### config.mk
export PLATFORM = sky130hd
export DESIGN_NAME = tcrc32_fcs_append
export DESIGN_NICKNAME = d
export VERILOG_FILES = /design/src/rtl/tcrc_pkg.sv /design/src/rtl/fcs_lane_mux.sv /design/src/rtl/tcrc32_fcs_append.sv
export SDC_FILE = /design/constraint.sdc
export NUM_CORES = 1
export LEC_CHECK = 0
export CORE_AREA = 2 2 222 224
export DETAILED_ROUTE_END_ITERATION = 8
export DIE_AREA = 0 0 224 226
export GPL_TIMING_DRIVEN = 0
export PLACE_DENSITY = 0.69
export SLEW_MARGIN = 15
export SYNTH_ARGS = -nofsm -noshare
export SYNTH_HDL_FRONTEND = slang
export SYNTH_SLANG_ARGS = --single-unit
### constraint.sdc
create_clock -name i_clk -period 2.35 [get_ports i_clk]
set_clock_uncertainty 0.05 [all_clocks]
set_input_delay 0.3525 -clock i_clk [delete_from_list [all_inputs] [get_ports i_clk]]
set_output_delay 0.3525 -clock i_clk [all_outputs]
set_load 0.02 [all_outputs]
### src/rtl/tcrc_pkg.sv
// Shared types, constants and helpers for the tcrc32 FCS append stage.
package tcrc_pkg;
  localparam int unsigned LANES     = 32;
  localparam int unsigned TW        = 5;
  localparam int unsigned FCS_BYTES = 4;

  typedef logic [7:0] byte_lane_t;

  typedef enum logic {PASS, SPILL} fcs_state_t;

  // Valid-byte count from tag; a zero tag means a full 32-byte beat.
  function automatic logic [5:0] tag2len(input logic [TW-1:0] tag);
    return (tag == '0) ? 6'd32 : {1'b0, tag};
  endfunction

  // FCS bytes go out least-significant CRC byte first.
  function automatic byte_lane_t fcs_byte(input logic [31:0] crc, input logic [1:0] idx);
    case (idx)
      2'd0:    return crc[7:0];
      2'd1:    return crc[15:8];
      2'd2:    return crc[23:16];
      default: return crc[31:24];
    endcase
  endfunction
endpackage

### src/rtl/fcs_lane_mux.sv
// Merges the 4 FCS bytes into an eop beat behind its last valid byte and
// produces the overflow bytes for the spill beat. Purely combinational.
module fcs_lane_mux
  import tcrc_pkg::*;
(
  input  logic [255:0] data,
  input  logic [5:0]   n,
  input  logic [31:0]  crc,
  output logic [255:0] merged,
  output logic [31:0]  spill_word,
  output logic [2:0]   spill_cnt
);

  int unsigned len;

  // Lane 0 sits at the top of the beat; lanes past the FCS are forced to 0.
  always_comb begin
    merged     = '0;
    spill_word = '0;
    spill_cnt  = '0;
    len        = 32'(n);
    for (int unsigned l = 0; l < LANES; l++) begin
      if (l < len)
        merged[8*(LANES-1-l) +: 8] = data[8*(LANES-1-l) +: 8];
      else if (l < len + FCS_BYTES)
        merged[8*(LANES-1-l) +: 8] = fcs_byte(crc, 2'(l - len));
    end
    if (len > LANES - FCS_BYTES) begin
      spill_cnt = 3'(len - (LANES - FCS_BYTES));
      for (int unsigned j = 0; j < FCS_BYTES; j++) begin
        if (j < 32'(spill_cnt))
          spill_word[8*(FCS_BYTES-1-j) +: 8] = fcs_byte(crc, 2'(LANES - len + j));
      end
    end
  end

endmodule

### src/rtl/tcrc32_fcs_append.sv
// Appends the 4-byte FCS after the last valid byte of each frame, emitting a
// single spill beat when the FCS does not fit in the eop beat.
module tcrc32_fcs_append #(
  parameter int DW         = 256,
  parameter int TW         = 5,
  parameter int CRC_INVERT = 0
) (
  input  logic          i_clk,
  input  logic          i_areset_n,
  input  logic          i_valid,
  input  logic [DW-1:0] i_data256,
  input  logic [TW-1:0] i_tag,
  input  logic          i_sop,
  input  logic          i_eop,
  input  logic          i_crc_valid,
  input  logic [31:0]   i_crc,
  output logic          o_valid,
  output logic [DW-1:0] o_data256,
  output logic [TW-1:0] o_tag,
  output logic          o_sop,
  output logic          o_eop,
  output logic          o_err_overrun,
  output logic          o_err_proto
);
  import tcrc_pkg::*;

  fcs_state_t  state;
  logic        frame_open;
  logic [31:0] spill_word_q;
  logic [2:0]  spill_cnt_q;

  logic [5:0]    len;
  logic          fits;
  logic [31:0]   crc_eff;
  logic [DW-1:0] merged;
  logic [31:0]   spill_word;
  logic [2:0]    spill_cnt;

  // CRC actually appended: zero when unqualified, optionally inverted.
  always_comb begin
    len  = tag2len(i_tag);
    fits = (len <= 6'(LANES - FCS_BYTES));
    if (!i_crc_valid)
      crc_eff = '0;
    else if (CRC_INVERT != 0)
      crc_eff = ~i_crc;
    else
      crc_eff = i_crc;
  end

  fcs_lane_mux u_mux (
    .data       (i_data256),
    .n          (len),
    .crc        (crc_eff),
    .merged     (merged),
    .spill_word (spill_word),
    .spill_cnt  (spill_cnt)
  );

  // Output register, PASS/SPILL state, frame tracking and sticky error flags.
  always_ff @(posedge i_clk or negedge i_areset_n) begin
    if (!i_areset_n) begin
      state         <= PASS;
      frame_open    <= 1'b0;
      spill_word_q  <= '0;
      spill_cnt_q   <= '0;
      o_valid       <= 1'b0;
      o_data256     <= '0;
      o_tag         <= '0;
      o_sop         <= 1'b0;
      o_eop         <= 1'b0;
      o_err_overrun <= 1'b0;
      o_err_proto   <= 1'b0;
    end else begin
      o_valid   <= 1'b0;
      o_data256 <= '0;
      o_tag     <= '0;
      o_sop     <= 1'b0;
      o_eop     <= 1'b0;
      case (state)
        SPILL: begin
          // Input beats in this slot are dropped and do not touch frame tracking.
          o_valid      <= 1'b1;
          o_data256    <= {spill_word_q, {(DW-32){1'b0}}};
          o_tag        <= TW'(spill_cnt_q);
          o_eop        <= 1'b1;
          spill_word_q <= '0;
          spill_cnt_q  <= '0;
          state        <= PASS;
          if (i_valid)
            o_err_overrun <= 1'b1;
        end
        default: begin
          if (i_valid) begin
            if ((i_sop && frame_open) || (!i_sop && !frame_open) || (i_eop && !i_crc_valid))
              o_err_proto <= 1'b1;
            if (i_eop)
              frame_open <= 1'b0;
            else if (i_sop)
              frame_open <= 1'b1;
            o_valid <= 1'b1;
            o_sop   <= i_sop;
            if (!i_eop) begin
              o_data256 <= i_data256;
            end else begin
              o_data256 <= merged;
              if (fits) begin
                o_tag <= TW'(len + 6'(FCS_BYTES));
                o_eop <= 1'b1;
              end else begin
                spill_word_q <= spill_word;
                spill_cnt_q  <= spill_cnt;
                state        <= SPILL;
              end
            end
          end
        end
      endcase
    end
  end

endmodule
==> run_summary.xml, run 1 <==
<?xml version="1.0" encoding="UTF-8"?>
<metrics>
  <group name="cts">
    <metric name="clock_latency" unit="ns">0.54</metric>
    <metric name="cts_num_sinks" unit="">303</metric>
    <metric name="clock_path_buffers" unit="">3</metric>
    <metric name="cts_made_buffers" unit="">36</metric>
    <metric name="clk_pin_slew" unit="ns">0.07</metric>
    <metric name="cts.root.buffer_cell" unit="">sky130_fd_sc_hd__clkbuf_16</metric>
    <metric name="cts_htree_levels" unit="">2</metric>
    <metric name="cts_tree" unit="">yes</metric>
  </group>
  <group name="power_and_ir_drop">
    <metric name="power_leakage" unit="uW">0.00921</metric>
    <metric name="sequentialPowerShare" unit="%">38.7</metric>
    <metric name="power.combinational.fraction" unit="%">22.8</metric>
    <metric name="power_report.internal_total" unit="uW">10500</metric>
    <metric name="clock_network_power_share" unit="%">38.5</metric>
    <metric name="power_density" unit="mW/mm2">674</metric>
    <metric name="power.switching_fraction" unit="%">28.8</metric>
    <metric name="power.switching" unit="uW">4240</metric>
    <metric name="power.ir.vdd_worst" unit="mV">0.501</metric>
  </group>
  <group name="placed_design">
    <metric name="dp_hpwl" unit="um">53700</metric>
    <metric name="portBuffers" unit="">558</metric>
    <metric name="finalWeightedCongestion" unit="">0.954</metric>
  </group>
  <group name="synthesis">
    <metric name="yosysTopAreaCell" unit="">sky130_fd_sc_hd__dfrtp_1</metric>
    <metric name="synth_seq_cells" unit="">303</metric>
    <metric name="dominantRegCellSynth" unit="">sky130_fd_sc_hd__dfrtp_1</metric>
    <metric name="synth_largest_type_area_fraction" unit="%">55.7</metric>
    <metric name="yosys.cell_types.count" unit="">82</metric>
    <metric name="post_synth.cell_area_avg" unit="um2">11.1</metric>
    <metric name="synthMuxAreaShare" unit="%">2.28</metric>
    <metric name="post_synth_most_frequent_cells" unit="">sky130_fd_sc_hd__dfrtp_1 (303), sky130_fd_sc_hd__a22o_1 (138), sky130_fd_sc_hd__nand2_1 (124)</metric>
    <metric name="post_synth_xor_area_fraction" unit="%">0.0643</metric>
    <metric name="synth_cells" unit="">1225</metric>
    <metric name="postSynthNetCount" unit="">1531</metric>
    <metric name="synth_compound_gate_area_share" unit="%">25.9</metric>
    <metric name="synthArstFlopShare" unit="%">100</metric>
    <metric name="synthSimpleGateAreaFrac" unit="%">12.1</metric>
    <metric name="syn_area" unit="mm2">0.0136</metric>
    <metric name="yosys.cell_count.top_type" unit="">sky130_fd_sc_hd__dfrtp_1</metric>
    <metric name="post_synth_fa_ha_maj_area_fraction" unit="%">0.643</metric>
    <metric name="synth_top_family_by_area" unit="">compound AO/OA/AOI/OAI gates</metric>
    <metric name="number_of_warnings_printed_during_yosys_synthesis" unit="">0</metric>
    <metric name="synthTopCellsByArea" unit="">sky130_fd_sc_hd__dfrtp_1 (56%), sky130_fd_sc_hd__a22o_1 (8.9%), sky130_fd_sc_hd__a22oi_1 (3.8%)</metric>
    <metric name="synth.yosys.seq_area_share" unit="%">55.7</metric>
    <metric name="synth_enable_flop_cells" unit="">0</metric>
  </group>
  <group name="die">
    <metric name="die_height" unit="um">226</metric>
    <metric name="die_width" unit="um">224</metric>
    <metric name="area_of_the_die" unit="mm2">0.0506</metric>
    <metric name="initial_core_util" unit="%">28.2</metric>
    <metric name="number_of_ports_placed_on_the_die_boundary" unit="">565</metric>
    <metric name="rows" unit="">81</metric>
    <metric name="core" unit="mm2">0.0483</metric>
  </group>
  <group name="worst_setup_path">
    <metric name="slowest_delay" unit="ns">0.48</metric>
    <metric name="worst_setup_path_start_kind" unit="">input pin</metric>
    <metric name="crit_fanout" unit="">10</metric>
    <metric name="cell_by_cell_listing_of_the_critical_path" unit="">clkdlybuf4s15_2 -&gt; buf_8 -&gt; inv_1 -&gt; ha_2 -&gt; or3b_4 -&gt; a221oi_2 -&gt; nor2_2 -&gt; a32o_1</metric>
    <metric name="critical_path.slowest_cell" unit="">sky130_fd_sc_hd__or3b_4</metric>
    <metric name="required" unit="ns">2.72</metric>
    <metric name="end_kind" unit="">flop</metric>
    <metric name="worst_ep_arrival_time" unit="ns">2.71</metric>
    <metric name="crit_type" unit="">in -&gt; reg</metric>
  </group>
  <group name="sta">
    <metric name="rsz0062_at_grt" unit="">true</metric>
    <metric name="count_of_final_max_slew_check_failures" unit="">0</metric>
    <metric name="fin_tns_setup" unit="ns">0</metric>
    <metric name="setup-violations-final" unit="">0</metric>
    <metric name="timing.final.hold_violations" unit="">0</metric>
    <metric name="layout_min_cycle_time" unit="ns">2.34</metric>
    <metric name="max_freq" unit="GHz">0.427</metric>
    <metric name="maxSlewHeadroom" unit="%">36.0</metric>
    <metric name="fin_worst_hold_slack" unit="ns">0.247</metric>
    <metric name="period_utilisation_layout" unit="%">99.7</metric>
    <metric name="tightestPinTransition" unit="ns">0.960</metric>
  </group>
  <group name="routing">
    <metric name="drt_wl_cell" unit="um">27.6</metric>
    <metric name="postRouteAntennaNets" unit="">0</metric>
    <metric name="viasPerCell" unit="">5.42</metric>
    <metric name="dr.pass1.iters" unit="">5</metric>
    <metric name="detailroute.via_count" unit="">13400</metric>
    <metric name="iter_0_drt_violations" unit="">908</metric>
    <metric name="route.detailed.drc" unit="">0</metric>
    <metric name="detail_route.wirelength" unit="um">68400</metric>
  </group>
  <group name="final_layout">
    <metric name="fill_cells" unit="">4573</metric>
    <metric name="layout.nets" unit="">2138</metric>
    <metric name="final_layout_size_suffix_gt1_share" unit="%">12.8</metric>
    <metric name="area_growth_syn_to_layout" unit="%">60.3</metric>
  </group>
  <group name="global_route">
    <metric name="antenna_found_initial" unit="">6</metric>
    <metric name="grt_usage" unit="%">26.4</metric>
    <metric name="grt-ovfl-total" unit="">0</metric>
    <metric name="first_pass_grt_wire_length" unit="um">96500</metric>
    <metric name="maximum_number_of_pins_on_one_net_before_global_route_repair" unit="">90</metric>
    <metric name="first_global_vias" unit="">13900</metric>
  </group>
  <group name="hold_path">
    <metric name="holdCritPathClass" unit="">in -&gt; reg</metric>
  </group>
  <group name="job">
    <metric name="cap_viol_max_count" unit="">0</metric>
  </group>
  <group name="status">
    <metric name="run_status" unit="">finished, final reports clean</metric>
  </group>
</metrics>
-- metrics by stage --
stage	std cells	util [%]	area [um2]	worst slack [ns]	total power, uW
6_report	2480	45.1	21800	0.00796	14700
3_3_place_gp	2405	41.4	20000	-12.29	8940
5_1_grt	2479	45.1	21800	-0.0226	15200
4_1_cts	2477	44.7	21600	-0.00710	14800
3_5_place_dp	2412	41.6	20100	-1.63	8990
2_1_floorplan	1225	-	13600	-0.000976	7130
-- cell usage in the layout (no fill, tap or decap), types with 5 or more instances in the layout --
master / instances
sky130_fd_sc_hd__clkdlybuf4s50_1: 555
sky130_fd_sc_hd__dfrtp_1: 303
sky130_fd_sc_hd__a22o_1: 138
sky130_fd_sc_hd__nand2_1: 122
sky130_fd_sc_hd__nor2_1: 77
sky130_fd_sc_hd__a22oi_1: 68
sky130_fd_sc_hd__o21ai_0: 66
sky130_fd_sc_hd__a21oi_1: 43
sky130_fd_sc_hd__nand3_1: 39
sky130_fd_sc_hd__clkbuf_16: 37
sky130_fd_sc_hd__clkbuf_1: 31
sky130_fd_sc_hd__buf_2: 28
sky130_fd_sc_hd__and2_1: 28
sky130_fd_sc_hd__inv_1: 16
sky130_fd_sc_hd__o2bb2ai_1: 16
sky130_fd_sc_hd__clkbuf_2: 12
sky130_fd_sc_hd__nor2_2: 11
sky130_fd_sc_hd__mux4_2: 11
sky130_fd_sc_hd__clkbuf_4: 10
sky130_fd_sc_hd__nand2b_1: 10
sky130_fd_sc_hd__a21o_1: 10
sky130_fd_sc_hd__a32o_1: 10
sky130_fd_sc_hd__a21oi_4: 9
sky130_fd_sc_hd__buf_4: 8
sky130_fd_sc_hd__o21ai_1: 8
sky130_fd_sc_hd__nor2b_1: 7
sky130_fd_sc_hd__nor3_2: 7
sky130_fd_sc_hd__a21oi_2: 7
sky130_fd_sc_hd__a2bb2oi_2: 5
-- worst max-delay path: cells and delay by family --
| kind | cells | cell delay (ns) |
|---|---|---|
| adder cells (fa/ha/maj) | 1 | 0.32 |
| buffers and inverters | 3 | 0.64 |
| AO/OA/AOI/OAI | 2 | 0.73 |
| AND/OR/NAND/NOR | 2 | 0.65 |
-- per-layer routing --
layer / vias to the layer above / share of wire, % / global-route usage, %
li1: 5773 / - / -
met1: 6714 / 39 / 31.7
met2: 788 / 48 / 44.5
met3: 150 / 9.2 / 7.82
met4: 8 / 3.8 / 10.2
met5: - / 0.064 / 0
-- cells by family after synthesis --
family / count (synthesis)
flip-flops: 303
buffers and inverters: 98
adder cells (fa/ha/maj): 7
AND/OR/NAND/NOR: 345
XOR/XNOR: 1
AO/OA/AOI/OAI: 454
multiplexers: 17
-- sequential cells by signal (all words and copies together), names as in the netlist --
| register | cells |
|---|---|
| o_data256 | 256 |
| o_valid | 1 |
| spill_word_q | 32 |
| spill_cnt_q | 3 |
| o_tag | 5 |
| state | 1 |
| o_eop | 1 |
| o_err_proto | 1 |
| o_err_overrun | 1 |
| frame_open | 1 |
| o_sop | 1 |
-- path summary, 6_finish.rpt --
| check | startpoint | end | slack [ns] | depth (start not counted) |
|---|---|---|---|---|
| max in group asynchronous | i_areset_n | o_data256[115]$_DFF_PN0_ | 0.73 | 4 |
| worst max-delay path | i_tag[3] | o_data256[217]$_DFF_PN0_ | 0.008 | 8 |
| min in group asynchronous | i_areset_n | o_data256[216]$_DFF_PN0_ | 0.30 | 2 |
| worst min-delay path | i_tag[0] | o_data256[253]$_DFF_PN0_ | 0.25 | 4 |
| worst min register to register | o_err_overrun$_DFFE_PN0P_ | o_err_overrun$_DFFE_PN0P_ | 0.43 | 1 |
| worst max register to register | state$_DFF_PN0_ | o_data256[35]$_DFF_PN0_ | 0.17 | 5 |
-- what timing repair did --
item | 4_1_cts | 5_1_grt
endpoints found under the setup margin | 295 | 189
hold buffers | 1 | 0
buffers inserted | 5 | 2
gates resized for setup | 76 | 52
endpoints found under the hold margin | 64 | 0
pin swaps | 2 | 2
-- power by group through the flow --
stage / registers (uW) / logic, uW / clock network (uW)
2_1_floorplan: 6160 / 976 / 0
3_3_place_gp: 5790 / 3150 / 0
3_5_place_dp: 5780 / 3200 / 0
4_1_cts: 5690 / 3300 / 5770
5_1_grt: 5720 / 3530 / 5960
6_report: 5700 / 3350 / 5660
-- final cells by class --
cell class	count	area [um2]	share of cell area (%)
clock inverter	9	151	0.694
inverter	17	63.8	0.292
multi-input combinational	824	5990	27.4
sequential	303	7580	34.7
timing repair buffer	573	5790	26.5
tap	622	778	3.57
clock buffer	52	1010	4.64
buffer	77	452	2.07
antenna	3	7.51	0.0344
No activity file was read; power rests on OpenSTA's default activity.
==> run 2: changes to the inputs <==
- PLACE_DENSITY: 0.69 -> 0.64
==> run 2 against run 1 <==
The run now ends with negative setup slack left. Utilization up 0.41 points. Combinational power about the same. Final area up 0.91%. Maximum frequency down 0.72%. Count of clock-buffer cells in the layout down 1. Register-to-register slack worse by 0.11 ns.
==> run_summary.xml, run 2 (same netlist as run 1, synthesis figures left out) <==
<?xml version="1.0" encoding="UTF-8"?>
<metrics>
  <group name="status">
    <metric name="run_status" unit="">finished, violations left</metric>
    <metric name="violations" unit="">negative setup slack</metric>
  </group>
  <group name="final_layout">
    <metric name="final_common_cell" unit="">sky130_fd_sc_hd__clkdlybuf4s50_1</metric>
    <metric name="layout.nets" unit="">2142</metric>
    <metric name="final_layout_size_suffix_gt1_share" unit="%">13.5</metric>
    <metric name="largest_register_ff_count" unit="">256</metric>
    <metric name="registers.top_by_ff_count" unit="">o_data256</metric>
    <metric name="final-instance-count-excl-fill" unit="">2493</metric>
    <metric name="largest_registers" unit="">o_data256 x256, spill_word_q x32, o_tag x5</metric>
    <metric name="area_growth_syn_to_layout" unit="%">61.7</metric>
    <metric name="layout.cells.most_common_list" unit="">sky130_fd_sc_hd__clkdlybuf4s50_1 (556), sky130_fd_sc_hd__dfrtp_1 (303), sky130_fd_sc_hd__a22o_1 (138)</metric>
  </group>
  <group name="global_route">
    <metric name="maximum_number_of_pins_on_one_net_before_global_route_repair" unit="">88</metric>
    <metric name="first_pass_grt_wire_length" unit="um">96900</metric>
    <metric name="grt-ovfl-total" unit="">0</metric>
    <metric name="antenna_found_initial" unit="">9</metric>
    <metric name="met2_routing_resource_usage_after_global_routing" unit="%">44.4</metric>
    <metric name="globalRoute.busiestLayer" unit="">met2</metric>
    <metric name="grt_usage" unit="%">26.4</metric>
    <metric name="grtUsageMet3" unit="%">8.34</metric>
    <metric name="grt.met1_usage" unit="%">31.4</metric>
    <metric name="first_global_vias" unit="">14000</metric>
  </group>
  <group name="power_and_ir_drop">
    <metric name="power_report.internal_total" unit="uW">10800</metric>
    <metric name="power_leakage" unit="uW">0.00930</metric>
    <metric name="clock_network_power_share" unit="%">40.1</metric>
    <metric name="sequentialPowerShare" unit="%">37.6</metric>
    <metric name="power.combinational.fraction" unit="%">22.2</metric>
    <metric name="power_after_layout" unit="uW">15100</metric>
    <metric name="power.switching_fraction" unit="%">28.8</metric>
    <metric name="power.ir.vdd_worst" unit="mV">0.418</metric>
    <metric name="power.switching" unit="uW">4350</metric>
    <metric name="power_density" unit="mW/mm2">687</metric>
  </group>
  <group name="die">
    <metric name="die_width" unit="um">224</metric>
    <metric name="rows" unit="">81</metric>
    <metric name="core" unit="mm2">0.0483</metric>
    <metric name="die_height" unit="um">226</metric>
    <metric name="area_of_the_die" unit="mm2">0.0506</metric>
    <metric name="initial_core_util" unit="%">28.2</metric>
    <metric name="number_of_ports_placed_on_the_die_boundary" unit="">565</metric>
  </group>
  <group name="sta">
    <metric name="layout_min_cycle_time" unit="ns">2.36</metric>
    <metric name="rsz0062_at_grt" unit="">true</metric>
    <metric name="timing.final.hold_violations" unit="">0</metric>
    <metric name="count_of_final_max_slew_check_failures" unit="">0</metric>
    <metric name="period_utilisation_layout" unit="%">100</metric>
    <metric name="max_freq" unit="GHz">0.424</metric>
    <metric name="fin_worst_hold_slack" unit="ns">0.251</metric>
    <metric name="setup-violations-final" unit="">3</metric>
    <metric name="maxSlewHeadroom" unit="%">37.2</metric>
    <metric name="tightestPinTransition" unit="ns">0.936</metric>
    <metric name="setup_slack" unit="ns">-0.00906</metric>
  </group>
  <group name="cts">
    <metric name="cts_htree_levels" unit="">2</metric>
    <metric name="cts.root.buffer_cell" unit="">sky130_fd_sc_hd__clkbuf_16</metric>
    <metric name="cts_num_sinks" unit="">303</metric>
    <metric name="cts_tree" unit="">yes</metric>
    <metric name="clock_path_buffers" unit="">3</metric>
    <metric name="clk_pin_slew" unit="ns">0.06</metric>
    <metric name="clock_latency" unit="ns">0.55</metric>
    <metric name="cts_made_buffers" unit="">37</metric>
  </group>
  <group name="hold_path">
    <metric name="timing.hold.worst_path_depth" unit="">4</metric>
    <metric name="hold_start" unit="">i_tag[0]</metric>
    <metric name="timing.hold.worst_endpoint" unit="">o_data256[253]$_DFF_PN0_</metric>
    <metric name="holdCritPathClass" unit="">in -&gt; reg</metric>
  </group>
  <group name="routing">
    <metric name="detailroute.via_count" unit="">13600</metric>
    <metric name="iter_0_drt_violations" unit="">941</metric>
    <metric name="postRouteAntennaNets" unit="">0</metric>
    <metric name="route.detailed.drc" unit="">0</metric>
    <metric name="drt_wl_cell" unit="um">27.6</metric>
    <metric name="dr.pass1.iters" unit="">7</metric>
    <metric name="detail_route.wirelength" unit="um">68800</metric>
    <metric name="viasPerCell" unit="">5.44</metric>
  </group>
  <group name="worst_setup_path">
    <metric name="r2r-start" unit="">state$_DFF_PN0_</metric>
    <metric name="worst_ep_arrival_time" unit="ns">2.79</metric>
    <metric name="worst_setup_path_start_kind" unit="">input pin</metric>
    <metric name="required" unit="ns">2.78</metric>
    <metric name="end_kind" unit="">flop</metric>
    <metric name="r2r_cells" unit="">6</metric>
    <metric name="crit_type" unit="">in -&gt; reg</metric>
    <metric name="crit_fanout" unit="">10</metric>
    <metric name="critical_path.reg2reg.endpoint" unit="">o_data256[176]$_DFF_PN0_</metric>
    <metric name="reg2reg_setup_slack" unit="ns">0.06</metric>
  </group>
  <group name="placed_design">
    <metric name="placedCellCount" unit="">2413</metric>
    <metric name="finalWeightedCongestion" unit="">0.947</metric>
    <metric name="portBuffers" unit="">558</metric>
    <metric name="dp_hpwl" unit="um">54100</metric>
  </group>
  <group name="job">
    <metric name="cap_viol_max_count" unit="">0</metric>
  </group>
</metrics>
run 2: power groups by stage:
| stage | Clock (uW) | Combinational, uW | Sequential, uW |
|---|---|---|---|
| final | 6070 | 3360 | 5690 |
| after global routing | 6360 | 3540 | 5720 |
| after floorplan | 0 | 976 | 6160 |
| after detailed placement | 0 | 3210 | 5780 |
| after global placement | 0 | 3160 | 5790 |
| after CTS | 6200 | 3310 | 5690 |
run 2: metal layers:
layer	part of all wire (%)	up-vias
li1	-	5796
met1	39	6822
met2	48	752
met3	9.1	172
met4	4.5	8
met5	0.065	-
run 2: how the worst max path moves through the flow:
stage	from	to	slack, ns	cells past startpoint
2_1_floorplan	i_tag[3]	o_data256[170]$_DFF_PN0_	-0.001	9
3_3_place_gp	i_areset_n	o_data256[165]$_DFF_PN0_	-12.47	1
3_5_place_dp	i_tag[3]	o_data256[110]$_DFF_PN0_	-1.78	10
4_1_cts	i_crc[17]	o_data256[169]$_DFF_PN0_	0.006	7
5_1_grt	i_tag[3]	o_data256[45]$_DFF_PN0_	-0.03	6
6_report	i_tag[3]	o_data256[45]$_DFF_PN0_	-0.009	6
run 2: final cells by class:
| class | count | area, um2 |
|---|---|---|
| fill | 4600 | 26300 |
| timing repair buffer | 576 | 5800 |
| sequential | 303 | 7580 |
| multi-input combinational | 824 | 6040 |
| clock buffer | 51 | 1100 |
| clock inverter | 17 | 200 |
| buffer | 77 | 440 |
| inverter | 17 | 63.8 |
| tap | 622 | 778 |
| antenna | 6 | 15.0 |
run 2: per-stage QoR:
step	instance area [um2]	utilization, %	setup TNS (ns)	setup slack [ns]
4_1_cts	21800	45.2	0	0.00578
6_report	22000	45.6	-0.0141	-0.00906
3_5_place_dp	20100	41.6	-341.68	-1.78
3_3_place_gp	20000	41.4	-4103.77	-12.47
5_1_grt	22000	45.5	-0.157	-0.0322
2_1_floorplan	13600	-	-0.00293	-0.000976
run 2: what timing repair did:
action | CTS | global route
setup endpoints to repair | 295 | 132
endpoints found under the hold margin | 54 | 0
pin swaps | 2 | 2
resized for setup | 84 | 33
hold buffers | 1 | 0
buffers inserted | 4 | 5
run 2: worst max-delay path, stage by stage:
cell and delay, ns:
sky130_fd_sc_hd__clkdlybuf4s15_2 0.25, sky130_fd_sc_hd__nor3_2 0.58, sky130_fd_sc_hd__a21boi_0 0.26, sky130_fd_sc_hd__clkbuf_2 0.42, sky130_fd_sc_hd__a211oi_4 0.66, sky130_fd_sc_hd__a22o_1 0.25
==> run 3: changes to the inputs <==
==> constraint.sdc (replaced) <==
create_clock -name i_clk -period 2.35 [get_ports i_clk]
set_clock_uncertainty 0.05 [all_clocks]
set_input_delay 0.47 -clock i_clk [delete_from_list [all_inputs] [get_ports i_clk]]
set_output_delay 0.47 -clock i_clk [all_outputs]
set_load 0.02 [all_outputs]
==> run 3 against run 2 <==
The run now ends clean. Sequential cell count did not move. Maximum frequency grew 1.7%. Global-route usage increased by 0.089 points. Largest cell class unchanged. Largest power group unchanged.
==> run_summary.xml, run 3 (same netlist as run 1, synthesis figures left out) <==
<?xml version="1.0" encoding="UTF-8"?>
<metrics>
  <group name="final_layout">
    <metric name="multi_input_comb_area" unit="mm2">0.00610</metric>
    <metric name="layout.nets" unit="">2147</metric>
    <metric name="fill_cells" unit="">4553</metric>
    <metric name="post-route-util" unit="%">45.8</metric>
    <metric name="largest_registers" unit="">o_data256 x256, spill_word_q x32, o_tag x5</metric>
    <metric name="registers.top_by_ff_count" unit="">o_data256</metric>
    <metric name="stdcell_area" unit="mm2">0.0222</metric>
    <metric name="area_growth_syn_to_layout" unit="%">62.7</metric>
    <metric name="final_layout_size_suffix_gt1_share" unit="%">14.4</metric>
    <metric name="seqCellArea" unit="mm2">0.00758</metric>
    <metric name="final_common_cell" unit="">sky130_fd_sc_hd__clkdlybuf4s50_1</metric>
    <metric name="layout.cells.most_common_list" unit="">sky130_fd_sc_hd__clkdlybuf4s50_1 (555), sky130_fd_sc_hd__dfrtp_1 (303), sky130_fd_sc_hd__a22o_1 (138)</metric>
    <metric name="largest_register_ff_count" unit="">256</metric>
  </group>
  <group name="routing">
    <metric name="dr.pass1.iters" unit="">6</metric>
    <metric name="route.detailed.drc" unit="">0</metric>
    <metric name="detail_route.wirelength" unit="um">68900</metric>
    <metric name="iter_0_drt_violations" unit="">979</metric>
    <metric name="detailroute.via_count" unit="">13600</metric>
    <metric name="drt_wl_cell" unit="um">27.6</metric>
    <metric name="postRouteAntennaNets" unit="">0</metric>
    <metric name="viasPerCell" unit="">5.44</metric>
  </group>
  <group name="placed_design">
    <metric name="portBuffers" unit="">558</metric>
    <metric name="pre_cts_slack" unit="ns">-1.71</metric>
    <metric name="dp_hpwl" unit="um">53400</metric>
    <metric name="finalWeightedCongestion" unit="">0.964</metric>
    <metric name="placed_cell_area" unit="mm2">0.0202</metric>
  </group>
  <group name="cts">
    <metric name="clock_path_buffers" unit="">3</metric>
    <metric name="clk_pin_slew" unit="ns">0.06</metric>
    <metric name="cts.root.buffer_cell" unit="">sky130_fd_sc_hd__clkbuf_16</metric>
    <metric name="cts_num_sinks" unit="">303</metric>
    <metric name="clock_latency" unit="ns">0.55</metric>
    <metric name="cts_made_buffers" unit="">37</metric>
    <metric name="cts_htree_levels" unit="">2</metric>
    <metric name="cts_tree" unit="">yes</metric>
  </group>
  <group name="global_route">
    <metric name="antenna_found_initial" unit="">11</metric>
    <metric name="grt_usage" unit="%">26.5</metric>
    <metric name="first_pass_grt_wire_length" unit="um">97500</metric>
    <metric name="first_global_vias" unit="">13900</metric>
    <metric name="maximum_number_of_pins_on_one_net_before_global_route_repair" unit="">105</metric>
    <metric name="grt-ovfl-total" unit="">0</metric>
  </group>
  <group name="worst_setup_path">
    <metric name="r2r-start" unit="">state$_DFF_PN0_</metric>
    <metric name="crit_fanout" unit="">10</metric>
    <metric name="crit_type" unit="">in -&gt; reg</metric>
    <metric name="setup.worst_path.end" unit="">o_data256[176]$_DFF_PN0_</metric>
    <metric name="end_kind" unit="">flop</metric>
    <metric name="reg2reg_setup_slack" unit="ns">0.11</metric>
    <metric name="worst_ep_arrival_time" unit="ns">2.71</metric>
    <metric name="startpoint" unit="">i_tag[1]</metric>
    <metric name="required" unit="ns">2.74</metric>
    <metric name="r2r_cells" unit="">6</metric>
    <metric name="critical_path.reg2reg.endpoint" unit="">o_data256[101]$_DFF_PN0_</metric>
    <metric name="worst_setup_path_start_kind" unit="">input pin</metric>
  </group>
  <group name="sta">
    <metric name="period_utilisation_layout" unit="%">98.7</metric>
    <metric name="rsz0062_at_grt" unit="">false</metric>
    <metric name="count_of_final_max_slew_check_failures" unit="">0</metric>
    <metric name="max_freq" unit="GHz">0.431</metric>
    <metric name="tightestPinTransition" unit="ns">0.958</metric>
    <metric name="setup-violations-final" unit="">0</metric>
    <metric name="setup_slack" unit="ns">0.0313</metric>
    <metric name="layout_min_cycle_time" unit="ns">2.32</metric>
    <metric name="maxSlewHeadroom" unit="%">35.7</metric>
    <metric name="timing.final.hold_violations" unit="">0</metric>
  </group>
  <group name="die">
    <metric name="area_of_the_die" unit="mm2">0.0506</metric>
    <metric name="rows" unit="">81</metric>
    <metric name="die_height" unit="um">226</metric>
    <metric name="core" unit="mm2">0.0483</metric>
    <metric name="initial_core_util" unit="%">28.2</metric>
    <metric name="die_width" unit="um">224</metric>
    <metric name="number_of_ports_placed_on_the_die_boundary" unit="">565</metric>
  </group>
  <group name="power_and_ir_drop">
    <metric name="power_leakage" unit="uW">0.00936</metric>
    <metric name="power_after_layout" unit="uW">15100</metric>
    <metric name="power.ir.vdd_worst" unit="mV">0.504</metric>
    <metric name="power_density" unit="mW/mm2">681</metric>
  </group>
  <group name="hold_path">
    <metric name="holdCritPathClass" unit="">in -&gt; async</metric>
  </group>
  <group name="status">
    <metric name="run_status" unit="">finished, final reports clean</metric>
  </group>
  <group name="job">
    <metric name="cap_viol_max_count" unit="">0</metric>
  </group>
</metrics>
==> run 3: changes by cell type in the layout (fill, tap and decap cells not counted), moves of 3 or more <==
| cell | previous run | this run |
|---|---|---|
| sky130_fd_sc_hd__clkbuf_2 | 13 | 21 |
| sky130_fd_sc_hd__buf_2 | 30 | 26 |
| sky130_fd_sc_hd__clkbuf_1 | 23 | 19 |
| sky130_fd_sc_hd__buf_4 | 12 | 15 |
| sky130_fd_sc_hd__buf_12 | 3 | 7 |
==> run 3: layout make-up <==
type	count	share of cell area, %
inverters	17	0.288
multi-input cells	824	27.5
repair buffers	581	26.6
diodes	7	0.0791
plain buffers	77	2.06
clock inverters	14	0.717
well taps	622	3.51
flip-flops and latches	303	34.2
clock buffers	53	5.00
==> run 3: power breakdown <==
| part | switching, uW | internal, uW | total [uW] |
|---|---|---|---|
| logic | 1910 | 1500 | 3410 |
| registers | 120 | 5570 | 5690 |
| clock network | 2370 | 3620 | 5990 |
| total | 4390 | 10700 | 15100 |
==> run 3: worst min path at each step <==
stage / from / endpoint / slack (ns) / depth (start not counted)
finish: i_areset_n / o_data256[170]$_DFF_PN0_ / 0.36 / 2
global placement: o_err_overrun$_DFFE_PN0P_ / o_err_overrun$_DFFE_PN0P_ / 0.39 / 1
global route: i_areset_n / o_data256[170]$_DFF_PN0_ / 0.36 / 2
detailed placement: i_areset_n / o_data256[170]$_DFF_PN0_ / 0.34 / 1
floorplan: i_areset_n / frame_open$_DFFE_PN0P_ / 0.12 / 0
CTS: i_tag[0] / o_data256[253]$_DFF_PN0_ / 0.31 / 4
==> run 3: worst max-delay path, cell delays in order <==
cell	delay (ns)
sky130_fd_sc_hd__buf_2	0.24
sky130_fd_sc_hd__buf_2	0.30
sky130_fd_sc_hd__buf_2	0.31
sky130_fd_sc_hd__nand2b_1	0.36
sky130_fd_sc_hd__o221ai_1	0.27
sky130_fd_sc_hd__nand2_1	0.34
sky130_fd_sc_hd__nor2_1	0.17
sky130_fd_sc_hd__a22o_1	0.23
==> run 3: repair_timing <==
action | in CTS | in global routing
setup endpoints to repair | 297 | 194
hold buffers | 1 | 0
hold endpoints to repair | 38 | 0
resized for setup | 107 | 32
setup buffers | 12 | 2
pin swaps | 5 | 1
==> run 3: per-layer routing <==
metal | up-vias | track usage [%] | share of wire, % | wire, um
met5 | - | 0 | 0.083 | 57
met4 | 8 | 9.01 | 3.2 | 2240
met3 | 123 | 7.95 | 9.0 | 6230
met2 | 753 | 45.4 | 49 | 33600
met1 | 6909 | 31.7 | 39 | 26800
li1 | 5797 | - | - | -
==> run 3: through the flow <==
stage	TNS [ns]	std cells	hold slack (ns)
2_1_floorplan	-2.91	1225	0.124
3_3_place_gp	-4161.58	2405	0.392
3_5_place_dp	-355.16	2413	0.338
4_1_cts	0	2489	0.314
5_1_grt	0	2498	0.364
6_report	0	2498	0.358
